[src/rtl/bundle_fetch_queue_if.sv]
`default_nettype none
// ============================================================================
//  Module      : bundle_fetch_queue_if
//  Description : Handshake and status bundle for the fetch-to-decode queue.
//                The slave modport is the queue itself. The master modport is
//                the environment around it: fetch, decode and branch
//                resolution.
//  Revision    : 1.0 - initial release
// ============================================================================
interface bundle_fetch_queue_if #(
  parameter int DEPTH    = 4,
  parameter int BUNDLE_W = 128,
  parameter int PC_W     = 32
);
  localparam int CNT_W = $clog2(DEPTH) + 1;

  // Upstream (fetch) side
  logic                in_valid;
  logic                in_ready;
  logic [BUNDLE_W-1:0] in_bundle;
  logic [PC_W-1:0]     in_pc;

  // Downstream (decode) side
  logic                out_valid;
  logic                out_ready;
  logic [31:0]         out_ixu1_inst;
  logic [31:0]         out_ixu2_inst;
  logic [31:0]         out_lsu_inst;
  logic [31:0]         out_branch_inst;
  logic [PC_W-1:0]     out_pc;

  // Squash and status
  logic                flush;
  logic [CNT_W-1:0]    count;
  logic [7:0]          flush_drops;

  // Queue side
  modport slave (
    input  in_valid, in_bundle, in_pc, out_ready, flush,
    output in_ready, out_valid, out_ixu1_inst, out_ixu2_inst,
           out_lsu_inst, out_branch_inst, out_pc, count, flush_drops
  );

  // Fetch / decode / branch-unit side
  modport master (
    output in_valid, in_bundle, in_pc, out_ready, flush,
    input  in_ready, out_valid, out_ixu1_inst, out_ixu2_inst,
           out_lsu_inst, out_branch_inst, out_pc, count, flush_drops
  );
endinterface
`default_nettype wire

[src/rtl/bundle_fetch_queue.sv]
`default_nettype none
// ============================================================================
//  Module      : bundle_fetch_queue
//  Description : Circular FIFO of PC-tagged VLIW bundles. It decouples
//                instruction fetch from the four decode lanes. The head
//                bundle is split into IXU1/IXU2/LSU/BRANCH slots. A flush
//                empties the queue and counts the discarded entries in a
//                saturating counter.
//  Revision    : 1.0 - initial release
// ============================================================================
module bundle_fetch_queue #(
  parameter int DEPTH    = 4,
  parameter int BUNDLE_W = 128,
  parameter int PC_W     = 32
) (
  input  wire                    clk,
  input  wire                    rst,
  bundle_fetch_queue_if.slave    bus
);
  localparam int PTR_W   = $clog2(DEPTH);
  localparam int CNT_W   = PTR_W + 1;
  localparam int ENTRY_W = PC_W + BUNDLE_W;
  localparam logic [CNT_W-1:0] FULL_COUNT = CNT_W'(DEPTH);

  // Storage: each entry is {pc, bundle}. It is never reset, because an
  // entry is only read after it has been written.
  logic [ENTRY_W-1:0] r_mem [DEPTH];

  logic [PTR_W-1:0] r_wr_ptr;
  logic [PTR_W-1:0] r_rd_ptr;
  logic [CNT_W-1:0] r_count;
  logic [7:0]       r_flush_drops;

  logic               w_in_ready;
  logic               w_out_valid;
  logic               w_enq;
  logic               w_deq;
  logic [ENTRY_W-1:0] w_head;
  logic [8:0]         w_drop_sum;
  logic [7:0]         w_drop_next;

  // Status flags. Both depend only on the registered count, so there is no
  // combinational path from out_ready to in_ready.
  always_comb begin
    w_in_ready  = (r_count != FULL_COUNT);
    w_out_valid = (r_count != '0);
  end

  // Transfer qualifiers. Flush blocks both transfers.
  always_comb begin
    w_enq = bus.in_valid & w_in_ready  & ~bus.flush;
    w_deq = w_out_valid  & bus.out_ready & ~bus.flush;
  end

  // Saturating accumulation of the entries discarded by a flush
  always_comb begin
    w_drop_sum  = {1'b0, r_flush_drops} + 9'(r_count);
    w_drop_next = w_drop_sum[8] ? 8'hFF : w_drop_sum[7:0];
  end

  // Bundle write into the tail slot
  always_ff @(posedge clk) begin
    if (w_enq) begin
      r_mem[r_wr_ptr] <= {bus.in_pc, bus.in_bundle};
    end
  end

  // Pointer, occupancy and drop-counter state. Flush has the highest priority.
  always_ff @(posedge clk or posedge rst) begin
    if (rst) begin
      r_wr_ptr      <= '0;
      r_rd_ptr      <= '0;
      r_count       <= '0;
      r_flush_drops <= '0;
    end else if (bus.flush) begin
      r_wr_ptr      <= '0;
      r_rd_ptr      <= '0;
      r_count       <= '0;
      r_flush_drops <= w_drop_next;
    end else begin
      if (w_enq) begin
        r_wr_ptr <= r_wr_ptr + PTR_W'(1);
      end
      if (w_deq) begin
        r_rd_ptr <= r_rd_ptr + PTR_W'(1);
      end
      case ({w_enq, w_deq})
        2'b10:   r_count <= r_count + CNT_W'(1);
        2'b01:   r_count <= r_count - CNT_W'(1);
        default: r_count <= r_count;
      endcase
    end
  end

  // Head read. The data is forced to zero while the queue is empty, so
  // unwritten storage never reaches the decode lanes.
  always_comb begin
    w_head = w_out_valid ? r_mem[r_rd_ptr] : '0;
  end

  // Slot split of the head bundle and status outputs
  always_comb begin
    bus.in_ready        = w_in_ready;
    bus.out_valid       = w_out_valid;
    bus.out_pc          = w_head[ENTRY_W-1:BUNDLE_W];
    bus.out_ixu1_inst   = w_head[127:96];
    bus.out_ixu2_inst   = w_head[95:64];
    bus.out_lsu_inst    = w_head[63:32];
    bus.out_branch_inst = w_head[31:0];
    bus.count           = r_count;
    bus.flush_drops     = r_flush_drops;
  end
endmodule
`default_nettype wire
[src/flat_wrapper.sv]
// flat-port wrapper written by rule: the top's interface ports become plain ports
module bundle_fetch_queue_flat 
#(
  parameter int DEPTH    = 4,
  parameter int BUNDLE_W = 128,
  parameter int PC_W     = 32
)
  (clk, rst, bus_in_valid, bus_in_bundle, bus_in_pc, bus_out_ready, bus_flush, bus_in_ready, bus_out_valid, bus_out_ixu1_inst, bus_out_ixu2_inst, bus_out_lsu_inst, bus_out_branch_inst, bus_out_pc, bus_count, bus_flush_drops);
  bundle_fetch_queue_if #(.DEPTH(DEPTH), .BUNDLE_W(BUNDLE_W), .PC_W(PC_W)) bus_i ();
  input  wire clk;
  input  wire rst;
  input wire logic [$bits(bus_i.in_valid)-1:0] bus_in_valid;
  input wire logic [$bits(bus_i.in_bundle)-1:0] bus_in_bundle;
  input wire logic [$bits(bus_i.in_pc)-1:0] bus_in_pc;
  input wire logic [$bits(bus_i.out_ready)-1:0] bus_out_ready;
  input wire logic [$bits(bus_i.flush)-1:0] bus_flush;
  output wire logic [$bits(bus_i.in_ready)-1:0] bus_in_ready;
  output wire logic [$bits(bus_i.out_valid)-1:0] bus_out_valid;
  output wire logic [$bits(bus_i.out_ixu1_inst)-1:0] bus_out_ixu1_inst;
  output wire logic [$bits(bus_i.out_ixu2_inst)-1:0] bus_out_ixu2_inst;
  output wire logic [$bits(bus_i.out_lsu_inst)-1:0] bus_out_lsu_inst;
  output wire logic [$bits(bus_i.out_branch_inst)-1:0] bus_out_branch_inst;
  output wire logic [$bits(bus_i.out_pc)-1:0] bus_out_pc;
  output wire logic [$bits(bus_i.count)-1:0] bus_count;
  output wire logic [$bits(bus_i.flush_drops)-1:0] bus_flush_drops;
  assign bus_i.in_valid = bus_in_valid;
  assign bus_i.in_bundle = bus_in_bundle;
  assign bus_i.in_pc = bus_in_pc;
  assign bus_i.out_ready = bus_out_ready;
  assign bus_i.flush = bus_flush;
  assign bus_in_ready = bus_i.in_ready;
  assign bus_out_valid = bus_i.out_valid;
  assign bus_out_ixu1_inst = bus_i.out_ixu1_inst;
  assign bus_out_ixu2_inst = bus_i.out_ixu2_inst;
  assign bus_out_lsu_inst = bus_i.out_lsu_inst;
  assign bus_out_branch_inst = bus_i.out_branch_inst;
  assign bus_out_pc = bus_i.out_pc;
  assign bus_count = bus_i.count;
  assign bus_flush_drops = bus_i.flush_drops;
  bundle_fetch_queue #(.DEPTH(DEPTH), .BUNDLE_W(BUNDLE_W), .PC_W(PC_W)) u_core (.clk(clk), .rst(rst), .bus(bus_i));
endmodule
[config.mk]
export PLATFORM = sky130hd
export DESIGN_NAME = bundle_fetch_queue_flat
export DESIGN_NICKNAME = d
export VERILOG_FILES = /design/src/rtl/bundle_fetch_queue_if.sv /design/src/rtl/bundle_fetch_queue.sv /design/src/flat_wrapper.sv
export SDC_FILE = /design/constraint.sdc
export NUM_CORES = 1
export LEC_CHECK = 0
export ABC_CLOCK_PERIOD_IN_PS = 5500
export CAP_MARGIN = 25
export CORE_ASPECT_RATIO = 1.4
export CORE_MARGIN = 2
export CORE_UTILIZATION = 45
export CTS_CLUSTER_SIZE = 25
export DETAILED_ROUTE_END_ITERATION = 10
export PLACE_DENSITY = 0.7
export SKIP_CTS_REPAIR_TIMING = 1
export SLEW_MARGIN = 15
export SYNTH_ARGS = -nofsm -noshare
export SYNTH_HDL_FRONTEND = slang
export SYNTH_SLANG_ARGS = --single-unit
[constraint.sdc]
create_clock -name clk -period 5.5 [get_ports clk]
set_input_delay 0.825 -clock clk [delete_from_list [all_inputs] [get_ports clk]]
set_output_delay 0.825 -clock clk [all_outputs]
set_load 0.01 [all_outputs]
== After elaboration in Yosys (flattened, before gate mapping) ==
Memories as Yosys holds them, arrays and structs flattened.
Cells that the tools add are included.

* Add/sub/neg operators: 5
* Equality and inequality tests: 3
* Multiplexer cells: 10
* Bitwise operators: 5
* Reduce and logical (&&, ||, !) cells: 4

{| class="wikitable"
|+ Operator list
! kind !! number
|-
| $mux W160 || 1
|-
| $add A8 B3 Y9 || 1
|-
| $mux W2 || 4
|-
| $mux W8 || 1
|-
| $pmux W3 S2 || 1
|-
| $reduce_bool A3 Y1 || 2
|-
| $add A2 B1 Y2 const B || 2
|-
| $and A1 B1 Y1 || 4
|-
| $reduce_bool A2 Y1 || 2
|-
| $add A3 B1 Y3 const B || 1
|-
| $mux W3 || 1
|-
| $ne A3 B3 Y1 const B || 1
|-
| $sub A3 B1 Y3 const B || 1
|-
| $eq A2 B1 Y1 const B || 1
|-
| $eq A2 B2 Y1 const B || 1
|-
| $mux W1 || 2
|-
| $not A1 Y1 || 1
|}

* Flip-flop bits (word level): 15
* Memory bits (writable): 640
* Input bits: 165
* Output and inout bits: 173
* Word-level logic and storage cells: 32
* Memories kept: 1

{| class="wikitable"
|+ Memories
! memory !! depth !! width !! read ports !! clocked after Yosys merged registers in !! write ports !! RTL line !! RTL
|-
| u_core.r_mem || 4 || 160 || 1 || 0 || 1 || bundle_fetch_queue.sv:27 || <nowiki>logic [ENTRY_W-1:0] r_mem [DEPTH];</nowiki>
|}

== Longest topological paths before layout ==
* Depth after elaboration: 6
* Mapped depth: 8
* Depth with buffers taken out: 7

== Least setup slack after synthesis ==
Ideal clock, no wire load.

* Path kind: input-to-reg
* From: input port bus_in_valid
* To: memory u_core.r_mem[2][0] (netlist name), enable pin
* Setup time: 0.539 ns
* Arrival time: 5.178 ns
* Data required time: 4.961 ns
* Setup slack: -0.217 ns
* Stages: 4
* Path buffers: 1
* Cells stage by stage: buf_1 > inv_1 > nor3_1 > and2_1

* Cells in the longest elaborated chain, start to end: 4

{| class="wikitable"
|+ Ends and longest elaborated chain
! element !! RTL line !! RTL
|-
| start, declared || flat_wrapper.sv:12 || <nowiki>input wire logic [$bits(bus_i.in_valid)-1:0] bus_in_valid;</nowiki>
|-
| $and A1 B1 Y1 (2 in series) || bundle_fetch_queue.sv:51 || <nowiki>w_enq = bus.in_valid & w_in_ready & ~bus.flush;</nowiki>
|-
| $mux W1 || bundle_fetch_queue.sv:63 || <nowiki>if (w_enq) begin</nowiki>
|-
| $mux W1 (not written as such) || bundle_fetch_queue.sv:64 || <nowiki>r_mem[r_wr_ptr] <= {bus.in_pc, bus.in_bundle};</nowiki>
|-
| end, declared || bundle_fetch_queue.sv:27 ||
|}

Every way passes these cells.

== Final worst setup path ==
* From: register u_core.r_count[1], in the netlist u_core.bus.count[1]
* To: output port bus_out_branch_inst[3]

* Cells in the longest elaborated chain, start to end: 2

{| class="wikitable"
|+ Ends and longest elaborated chain
! element !! RTL line !! RTL
|-
| start, declared || bundle_fetch_queue.sv:31 || <nowiki>logic [CNT_W-1:0] r_count;</nowiki>
|-
| start signal, assigned || bundle_fetch_queue.sv:88 || <nowiki>2'b10: r_count <= r_count + CNT_W'(1);</nowiki>
|-
| start signal, assigned || bundle_fetch_queue.sv:89 || <nowiki>2'b01: r_count <= r_count - CNT_W'(1);</nowiki>
|-
| start signal, assigned || bundle_fetch_queue.sv:90 || <nowiki>default: r_count <= r_count;</nowiki>
|-
| $reduce_bool A3 Y1 || bundle_fetch_queue.sv:46 || <nowiki>w_out_valid = (r_count != '0);</nowiki>
|-
| $mux W160 || bundle_fetch_queue.sv:98 || <nowiki>w_head = w_out_valid ? r_mem[r_rd_ptr] : '0;</nowiki>
|-
| end, declared || flat_wrapper.sv:22 || <nowiki>output wire logic [$bits(bus_i.out_branch_inst)-1:0] bus_out_branch_inst;</nowiki>
|}

Every way passes these cells.

==> reports/qor_table.md <==
| Stage | Metric | Reported |
| --- | --- | --- |
| yosys | Sequential fraction of the synthesis area | 77.9% |
| yosys | Most instantiated library cell after synthesis | sky130_fd_sc_hd__edfxtp_1 |
| yosys | Portion of synthesized cell area occupied by the leading cell type | 76.4% |
| yosys | Synth cell types | 42 |
| sta | Layout Skew | 0.00729 ns |
| drt | Count of unresolved DRC violations after routing | 0 |
| sta | Fmax achieved | 236 MHz |
| power and ir drop | Comb power frac | 17.0% |
| critical path | Kind of critical path | reg -> out |
| yosys | Gate count of the mapped netlist | 1,126 |
| power and ir drop | LEAKAGE | 9.87 nW |
| yosys | #FFs+latches synth | 655 |
| yosys | Top cell types by occurrence after synthesis | 640 x sky130_fd_sc_hd__edfxtp_1, 164 x sky130_fd_sc_hd__and2_1, 160 x sky130_fd_sc_hd__mux4_2 |
| die | Initial core utilization | 45.5% |
| die | Area inside the core boundary | 55,300 um2 |
| critical path | Required time worst endpoint | 4.68 ns |
| grt | Via count of the first global-routing pass | 13,000 |
| grt | GRT Overall Usage | 18.0% |
| yosys | Post-synthesis net count | 1,300 |
| power and ir drop | Peak ir drop on the vdd network | 0.291 mV |
| drt | Total iterations of the first detailed-routing run | 6 |
| layout | Ratio of cells with drive above 1 in the final layout | 17.4% |
| placement | Placement Setup Slack | 1.71 ns |
| cts | Clock tree from TritonCTS | done |
| min path | Worst hold-check path type | reg -> reg |
| sta | Worst hold margin | 0.547 ns |
| cts | Maximum level of the CTS H-tree | 2 |
| die | Horizontal die dimension | 204 um |
| run status | Status | complete, no violations |
| grt | Largest net degree at the start of global routing | 93 |
| power and ir drop | Net load switching power | 2.65 mW |
| grt | Initial antenna violation count | 4 |
| power and ir drop | Part of the total power dissipated in sequential elements | 49.7% |
| power and ir drop | Ratio of total power to cell area | 370 nW/um2 |
| placement | Port-buffer cells | 337 |
| sta | Transition time at the pin with the least slew margin | 1.02 ns |
| cts | Maximum count of clock buffers along a single path | 3 |
| die | Die ar. | 57,900 um2 |
| critical path | Data arrival at the endpoint of the critical path | 3.41 ns |
| grt | GRT overflow | 0 |
| layout | Number of nets in the layout | 1,661 |
| sta | Slew Limit Fails | 0 |
| sta | Setup TNS | 0 ns |
| sta | Number of hold violations in the final report | 0 |
| sta | Setup Viol. Count Final | 0 |
| cts | Clock insertion delay at the later pin of the skew report | 0.60 ns |
| layout | Area growth from synthesis to final layout | 24.4% |
| power and ir drop | Internal power | 8.94 mW |
| power and ir drop | Sw Share | 22.9% |
| cts | Clock Pin Slew Worst Setup and Hold Paths | 0.06 ns |
| drt | Post-detailed-route wirelength per cell | 22.7 um |
| drt | Routed WL | 51,500 um |
| yosys | Synth Warn # | 0 |
| placement | Detailed placer's ending HPWL | 31,800 um |
| placement | Last weighted congestion value of the routability-driven placer | 0.746 |
| sta | Portion of the clock cycle consumed by the worst path in the final layout | 77.0% |
| cts | CTS buffer count | 58 |
| drt | Antenna Nets Post-Route | 0 |
| drt | Initial DRC Count | 572 |
| die | I/O pin total | 338 |
| power and ir drop | Power share of the clock group | 33.3% |
| cts | Clock Sink Count | 655 |
| sta | Minimum period implied by the final worst setup slack | 4.24 ns |
| placement | Cell area after placement | 29,500 um2 |
| layout | Post-Layout Cell Count | 2,266 |
| layout | Non-Filler Cell Area, Final | 31,300 um2 |
| sta | PnR worst setup slack | 1.26 ns |
| grt | Global-route wire length before repair | 78,500 um |
| yosys | Post-Synthesis Cell Area | 25,200 um2 |
| yosys | Number of flops mapped to enable cells by yosys | 640 |
| cts | Clock root buffer master | sky130_fd_sc_hd__clkbuf_16 |
| sta | Setup repair after global routing missed its margin | no |
| sta | Headroom to the max-slew limit | 32.0% |
| yosys | Leading cell types by total area after synthesis | sky130_fd_sc_hd__edfxtp_1 76%, sky130_fd_sc_hd__mux4_2 14%, sky130_fd_sc_hd__and2_1 4.1% |
| die | Row cnt | 102 |
| critical path | Crit path launch type | register |
| flow run | Maximum capacitance violations | 0 |
| yosys | Synthesized area divided by synthesized cell count | 22.4 um2 |
| drt | Count of vias placed by the detailed router | 12,100 |
| layout | Fraction of the core area covered by cells at the end of the flow | 56.7% |
| critical path | Largest fanout on the critical path | 87 |
| yosys | Library cell with the largest summed area after synthesis | sky130_fd_sc_hd__edfxtp_1 |
| drt | Via count normalized by instance count | 5.33 |
| critical path | Critical path endpoint category | output port |
| yosys | Dominant synthesized flop cell | sky130_fd_sc_hd__edfxtp_1 |
| die | Height of the chip | 284 um |
| power and ir drop | Power Total | 11.6 mW |
| yosys | Share of synthesized flip-flops with an asynchronous set or reset | 2.29% |
| placement | Cell Count Post-Placement | 2,154 |
## layout by cell type (no fill, tap or decap), types with 10 or more instances in the layout
cell type / n
sky130_fd_sc_hd__mux4_2: 160
sky130_fd_sc_hd__inv_1: 10
sky130_fd_sc_hd__clkbuf_16: 61
sky130_fd_sc_hd__and2_1: 160
sky130_fd_sc_hd__clkdlybuf4s50_1: 337
sky130_fd_sc_hd__buf_4: 11
sky130_fd_sc_hd__clkbuf_1: 20
sky130_fd_sc_hd__dfrtp_1: 13
sky130_fd_sc_hd__clkinv_1: 15
sky130_fd_sc_hd__edfxtp_1: 640
sky130_fd_sc_hd__buf_12: 13
## sequential cells by signal (all words and copies together) (netlist names)
signal                  cells
u_core.bus.count            3
u_core.bus.flush_drops      8
u_core.r_mem              640
u_core.r_rd_ptr             2
u_core.r_wr_ptr             2
## cells by family after synthesis
| kind of cell | Yosys count | synth area share (%) |
|---|---|---|
| muxes | 166 | 14.6 |
| and+or+nand+nor | 195 | 4.73 |
| adders and majority gates | 9 | 0.507 |
| DFF | 655 | 77.9 |
| xor gates and xnor gates | 4 | 0.139 |
| buffers and inverters | 71 | 1.51 |
| AOI/OAI and AO/OA | 26 | 0.701 |
## cell type report
class	count	area, um2
diodes	4	10.0
clock buffers	82	1620
clock inverters	25	185
fillers	4097	23900
inverters	10	37.5
multi-input cells	400	5210
flip-flops and latches	655	19600
well taps	728	911
repair buffers	362	3740
## metal layers
layer	global-route usage (%)	wire length, um	vias up
met4	5.88	1340	0
met3	4.13	3370	72
met5	0	0	-
met2	31.0	26900	379
li1	-	-	5332
met1	22.5	19900	6289
## path summary, 6_finish.rpt
path / startpoint / to / slack, ns / cells past startpoint
max: u_core.bus.count[1]$_DFFE_PP0P_ / bus_out_branch_inst[3] / 1.26 / 4
min: u_core.bus.flush_drops[0]$_DFFE_PP0P_ / u_core.bus.flush_drops[0]$_DFFE_PP0P_ / 0.55 / 2
max reg2reg: u_core.bus.count[1]$_DFFE_PP0P_ / u_core.r_mem[1][17]$_DFFE_PP_ / 2.72 / 4
min reg2reg: u_core.bus.flush_drops[0]$_DFFE_PP0P_ / u_core.bus.flush_drops[0]$_DFFE_PP0P_ / 0.55 / 2
max in group asynchronous: rst / u_core.r_rd_ptr[0]$_DFFE_PP0P_ / 4.46 / 2
min in group asynchronous: rst / u_core.bus.flush_drops[3]$_DFFE_PP0P_ / 0.60 / 2
## power groups by stage
stage | Combinational (mW) | Sequential (mW) | Clock (mW)
CTS | 2.02 | 5.76 | 3.95
finish | 1.97 | 5.76 | 3.85
detailed placement | 2.01 | 5.87 | 0
global placement | 1.99 | 5.86 | 0
floorplan | 1.06 | 5.83 | 0
global route | 2.12 | 5.78 | 4.14
## critical path: stages (launching register included)
cell and delay (ns):
sky130_fd_sc_hd__dfrtp_1 0.65, sky130_fd_sc_hd__or3_4 0.85, sky130_fd_sc_hd__buf_4 0.51, sky130_fd_sc_hd__and2_1 0.21
sky130_fd_sc_hd__clkdlybuf4s50_1 0.55
(Power assumes the default switching activity.)
